**src/rtl/gsm_tx_arbiter.sv**
```systemverilog
// Round-robin owner of a single UART byte transmitter: grants one requester per message,
// forwards its bytes through the tx_enable/tx_done handshake, inserts a quiet gap and watches for stalls.
module gsm_tx_arbiter #(
  parameter int NUM_REQ        = 3,
  parameter int GAP_CYCLES     = 50000,
  parameter int TIMEOUT_CYCLES = 100000
) (
  input  logic                 clk,
  input  logic                 rst,
  input  logic [NUM_REQ-1:0]   req,
  input  logic [8*NUM_REQ-1:0] byte_data,
  input  logic [NUM_REQ-1:0]   byte_last,
  output logic [NUM_REQ-1:0]   byte_ack,
  output logic [NUM_REQ-1:0]   grant,
  output logic [NUM_REQ-1:0]   msg_done,
  output logic                 tx_enable,
  output logic [7:0]           tx_data,
  input  logic                 tx_done,
  output logic                 busy,
  output logic                 timeout_err
);

  localparam int IW = (NUM_REQ > 2) ? $clog2(NUM_REQ) : 1;
  localparam int GW = (GAP_CYCLES > 2) ? $clog2(GAP_CYCLES) : 1;
  localparam int TW = (TIMEOUT_CYCLES > 2) ? $clog2(TIMEOUT_CYCLES) : 1;
  localparam bit HAS_GAP = (GAP_CYCLES > 0);
  localparam logic [GW-1:0] GAP_LAST = GW'(GAP_CYCLES - 1);
  localparam logic [TW-1:0] TMO_LAST = TW'(TIMEOUT_CYCLES - 1);

  typedef enum logic [2:0] {S_IDLE, S_LOAD, S_SEND, S_ACK, S_GAP} state_t;
  localparam state_t AFTER_MSG = HAS_GAP ? S_GAP : S_IDLE;

  state_t              state_q;
  logic [IW-1:0]       g_q;
  logic [IW-1:0]       rr_q;
  logic                last_q;
  logic [GW-1:0]       gap_q;
  logic [TW-1:0]       tmo_q;
  logic [NUM_REQ-1:0]  byte_ack_q;
  logic [NUM_REQ-1:0]  grant_q;
  logic [NUM_REQ-1:0]  msg_done_q;
  logic                tx_enable_q;
  logic [7:0]          tx_data_q;
  logic                busy_q;
  logic                timeout_err_q;

  logic                found_d;
  logic [IW-1:0]       cand_d;
  logic [IW-1:0]       pick_d;
  logic [IW-1:0]       next_ptr_d;
  logic [NUM_REQ-1:0]  pick_oh_d;
  logic [NUM_REQ-1:0]  g_oh_d;

  function automatic logic [IW-1:0] wrap_add(input logic [IW-1:0] base, input int offs);
    int sum;
    sum = int'(base) + offs;
    if (sum >= NUM_REQ) begin
      sum = sum - NUM_REQ;
    end else begin
      sum = sum;
    end
    return sum[IW-1:0];
  endfunction

  function automatic logic [NUM_REQ-1:0] onehot(input logic [IW-1:0] idx);
    return {{(NUM_REQ-1){1'b0}}, 1'b1} << idx;
  endfunction

  // Round-robin scan: walk downwards from the farthest candidate so the one nearest rr_q wins.
  always_comb begin
    found_d = 1'b0;
    cand_d  = rr_q;
    pick_d  = rr_q;
    for (int k = NUM_REQ - 1; k >= 0; k--) begin
      cand_d  = wrap_add(rr_q, k);
      found_d = found_d | req[cand_d];
      pick_d  = req[cand_d] ? cand_d : pick_d;
    end
    next_ptr_d = wrap_add(g_q, 1);
    pick_oh_d  = onehot(pick_d);
    g_oh_d     = onehot(g_q);
  end

  // Arbitration FSM with all outputs registered.
  always_ff @(posedge clk) begin
    if (rst) begin
      state_q       <= S_IDLE;
      g_q           <= '0;
      rr_q          <= '0;
      last_q        <= 1'b0;
      gap_q         <= '0;
      tmo_q         <= '0;
      byte_ack_q    <= '0;
      grant_q       <= '0;
      msg_done_q    <= '0;
      tx_enable_q   <= 1'b0;
      tx_data_q     <= 8'h00;
      busy_q        <= 1'b0;
      timeout_err_q <= 1'b0;
    end else begin
      byte_ack_q    <= '0;
      msg_done_q    <= '0;
      timeout_err_q <= 1'b0;
      case (state_q)
        S_IDLE: begin
          if (found_d) begin
            g_q     <= pick_d;
            grant_q <= pick_oh_d;
            busy_q  <= 1'b1;
            state_q <= S_LOAD;
          end
        end
        S_LOAD: begin
          if (!req[g_q]) begin
            grant_q <= '0;
            rr_q    <= next_ptr_d;
            gap_q   <= '0;
            busy_q  <= HAS_GAP;
            state_q <= AFTER_MSG;
          end else begin
            tx_data_q   <= byte_data[8*g_q +: 8];
            last_q      <= byte_last[g_q];
            tmo_q       <= '0;
            tx_enable_q <= 1'b1;
            state_q     <= S_SEND;
          end
        end
        S_SEND: begin
          // tx_done wins over a simultaneous terminal count.
          if (tx_done) begin
            tx_enable_q <= 1'b0;
            tx_data_q   <= 8'h00;
            byte_ack_q  <= g_oh_d;
            msg_done_q  <= last_q ? g_oh_d : '0;
            state_q     <= S_ACK;
          end else if (tmo_q == TMO_LAST) begin
            tx_enable_q   <= 1'b0;
            tx_data_q     <= 8'h00;
            timeout_err_q <= 1'b1;
            grant_q       <= '0;
            rr_q          <= next_ptr_d;
            gap_q         <= '0;
            busy_q        <= HAS_GAP;
            state_q       <= AFTER_MSG;
          end else begin
            tmo_q <= tmo_q + TW'(1);
          end
        end
        S_ACK: begin
          if (last_q) begin
            grant_q <= '0;
            rr_q    <= next_ptr_d;
            gap_q   <= '0;
            busy_q  <= HAS_GAP;
            state_q <= AFTER_MSG;
          end else begin
            state_q <= S_LOAD;
          end
        end
        S_GAP: begin
          if (gap_q == GAP_LAST) begin
            busy_q  <= 1'b0;
            state_q <= S_IDLE;
          end else begin
            gap_q <= gap_q + GW'(1);
          end
        end
        default: begin
          state_q     <= S_IDLE;
          grant_q     <= '0;
          tx_enable_q <= 1'b0;
          tx_data_q   <= 8'h00;
          busy_q      <= 1'b0;
        end
      endcase
    end
  end

  assign byte_ack    = byte_ack_q;
  assign grant       = grant_q;
  assign msg_done    = msg_done_q;
  assign tx_enable   = tx_enable_q;
  assign tx_data     = tx_data_q;
  assign busy        = busy_q;
  assign timeout_err = timeout_err_q;

endmodule

```
**config.mk**
```make
export PLATFORM = sky130hd
export DESIGN_NAME = gsm_tx_arbiter
export DESIGN_NICKNAME = d
export VERILOG_FILES = /design/src/rtl/gsm_tx_arbiter.sv
export SDC_FILE = /design/constraint.sdc
export NUM_CORES = 1
export LEC_CHECK = 0
export BUFFER_PORTS_ARGS = -buffer_cell sky130_fd_sc_hd__buf_2
export CELL_PAD_IN_SITES_DETAIL_PLACEMENT = 0
export CELL_PAD_IN_SITES_GLOBAL_PLACEMENT = 2
export CORE_MARGIN = 1
export CORE_UTILIZATION = 34
export DETAILED_ROUTE_END_ITERATION = 10
export GPL_TIMING_DRIVEN = 0
export PLACE_DENSITY_LB_ADDON = 0.1
export RECOVER_POWER = 25
export SLEW_MARGIN = 20
export SYNTH_ARGS = -nofsm -noshare
export SYNTH_HDL_FRONTEND = slang
export SYNTH_SLANG_ARGS = --single-unit
```
**constraint.sdc**
```tcl
create_clock -name clk -period 3.4 [get_ports clk]
set_clock_uncertainty 0.1 [all_clocks]
set_input_delay 0.17 -clock clk [delete_from_list [all_inputs] [get_ports clk]]
set_output_delay 0.17 -clock clk [all_outputs]
set_load 0.1 [all_outputs]
```
==> run summary <==
Hold Fails Final Rpt - 0
Fin Setup TNS - 0 ns
Startpoint Class - flip-flop
Mapped Area - 3300 µm²
fin nets - 493
DR iter-0 viols - 105
DP Wirelength - 5820 µm
wire per inst - 14.3 µm
number of nets still failing antenna checks after routing - 0
fin area - 3880 µm²
final setup margin - 0.572 ns
Syn-to-layout area delta - 17.7%
largest net degree at the start of global routing - 11
Ports - 53
CTS tree - built
Cell Chain, Critical Path - inv_1 > ha_1 > clkbuf_1 > o221ai_1 > a221oi_1 > or3_1 > clkbuf_1 > nor3_1 > a211oi_1
ys async rst share - 0%
row count - 35
antenna violations before repair - 0
slowest library cell on the worst path - a221oi_1
Final setup viols - 0
CP Max Fanout - 10
clk sinks - 61
met2 global-route usage - 25.1%
Clock Latency Late Sink - 0.34 ns
endpoint type of the worst setup path - flip-flop
Max Clock Freq - 354 MHz
fin crit share - 83.2%
post-cts hold buffer count - 1
vias in the first global route - 2694
arrival time worst endpoint - 2.97 ns
global placer's final weighted congestion - 0.780
first-pass GRT wire length - 13500 µm
Power per Cell Area - 680 nW/µm²
outcome - finished clean
H-Tree Depth - 3
Max Cap Viol - 0
drt total wl - 8390 µm
Final Max Slew Viols - 0
remaining global-route overflow - 0
slew margin rel. - 20.8%
RSZ-0062 raised after global routing - no
clk slew on worst S/H paths - 0.07 ns
average size of a mapped cell - 8.43 µm²
Core ar. - 9330 µm²
Mapped Cells - 391
Post-DP Area - 3700 µm²
sequential cell area fraction in the yosys report - 37.0%
P_leak - 0.00144 µW
CTS root buf - clkbuf_8
Max VDD drop - 0.308 mV
Top Usage Layer GRT - met2
CP most frequent cell - clkbuf_1
layout cells sized above 1 - 13.1%
Post CTS Setup Buffer Count - 0
EDFF count, synth - 0
Vias/cell - 5.05
drt pass-1 iters - 4
Resized cells post-CTS - 0
Hold Crit Class - in2reg
Yosys cell types - 53
DRC viols - 0
critical path's largest stage delay - 0.46 ns
Setup CP Type - reg2reg
Inserted Diodes - 0
delay-heaviest family, CP - compound AO/OA/AOI/OAI gates
YS warnings - 0
Max Buffers Root-to-Sink - 2
overall via count from detail_route - 2962
input/output buffers - 49
Die ar. - 10100 µm²
most used flip-flop cell after synthesis - dfxtp_1
crit path buf inv count - 3
die width - 100 µm
met1 global-route usage - 24.6%
Final Critical Period - 2.83 ns
Die Span Y - 100 µm
CTS buffer count - 9
CP Data Required Time - 3.54 ns
met3 usage - 5.20%
synthesis-stage register bit count - 61
global-route usage over all layers - 17.3%
Worst-Margin Slew - 1.19 ns
Starting Density - 35.3%
Setup WS pre-CTS - 0.607 ns
syn nets - 432
-- kinds of logic after synthesis --
family          after synthesis  share of synthesized area (%)
mux                          14                           4.29
simple gates                157                           26.5
fa+ha+maj                     8                           3.04
buf+inv                      38                           4.63
compound gates               87                           17.6
flops                        61                           37.0
xor+xnor                     26                           6.91
-- flip-flops by register name, summed over array words and instances (netlist names) --
register     flops
last_q           1
g_q              2
tmo_q           17
state_q          3
tx_data          8
grant            3
tx_enable        1
gap_q           16
timeout_err      1
msg_done         3
busy             1
rr_q             2
byte_ack         3
-- where the power goes --
part / internal [µW] / total, µW / switching, µW
logic: 318 / 1140 / 821
clock network: 357 / 653 / 296
registers: 793 / 847 / 54.3
-- synth_stat cells, types with 3 or more instances --
cell       number  area [µm²]
a211oi_1        5        37.5
a21o_1          3        22.5
a21oi_1        15        75.1
a221oi_1        3        26.3
a22o_1         11        96.3
a31oi_1         4        25.0
and2_1          7        43.8
and3_1         12        75.1
and4_1          5        43.8
buf_2           7        35.0
clkbuf_1       18        67.6
dfxtp_1        61        1220
ha_1            8         100
inv_1          11        41.3
mux2i_1        13         130
nand2_1        27         101
nand2b_1        7        43.8
nand3_1         4        20.0
nand3b_1        3        22.5
nand4_1         4        25.0
nor2_1         47         176
nor3_1          4        20.0
nor4_1          6        37.5
nor4b_1         5        43.8
o2111ai_1       6        52.6
o211ai_1       10        75.1
o21ai_0        21         105
or2_2           4        25.0
or3_1           8        50.1
xnor2_1         8        70.1
xor2_1         18         158
-- layout make-up --
class	count	area, µm²
flip-flops and latches	61	1220
fillers	989	5450
plain buffers	27	111
clock inverters	4	47.5
clock buffers	12	145
well taps	129	161
repair buffers	50	230
inverters	11	41.3
multi-input cells	292	1920
-- worst min-delay path, delay by kind of cell --
kind            cells  cell delay [ns]
simple gates        1             0.04
compound gates      2             0.17
buf+inv             1             0.07
-- layout by cell type (no fill, tap or decap), drive strengths merged, types with 8 or more instances in the layout --
cell type  count
and2           8
o21ai         23
dfxtp         61
nor2          47
xnor2          8
mux2i         13
a21oi         15
nand2         27
or3            8
xor2          18
and3          12
a22o          11
clkbuf        51
buf           37
inv           11
o211ai        10
ha             8
-- final timing paths --
kind / startpoint / to / slack [ns] / depth (start not counted)
worst max-delay path: rr_q[0] / g_q[1] / 0.57 / 9
worst min-delay path: byte_data[20] / tx_data[4] / 0.04 / 4
worst max register to register: rr_q[0] / g_q[1] / 0.57 / 9
worst min register to register: grant[2] / grant[2] / 0.36 / 1
-- through the flow --
| step | util [%] | total power (µW) | hold WS [ns] | instances |
|---|---|---|---|---|
| final | 41.6 | 2640 | 0.0390 | 586 |
| after global routing | 41.6 | 2810 | 0.0376 | 586 |
| after CTS | 41.9 | 2670 | 0.0197 | 586 |
| after detailed placement | 39.7 | 2010 | 0.336 | 569 |
| after global placement | 39.7 | 2010 | 0.333 | 569 |
| after floorplan | - | 1750 | 0.147 | 391 |
-- metal layers --
layer,routed length [µm],vias to the layer above
met4,60,0
li1,-,1526
met2,3630,52
met1,4400,1379
met3,301,5
met5,0,-
Note: power is estimated with default switching activity, not from simulation.
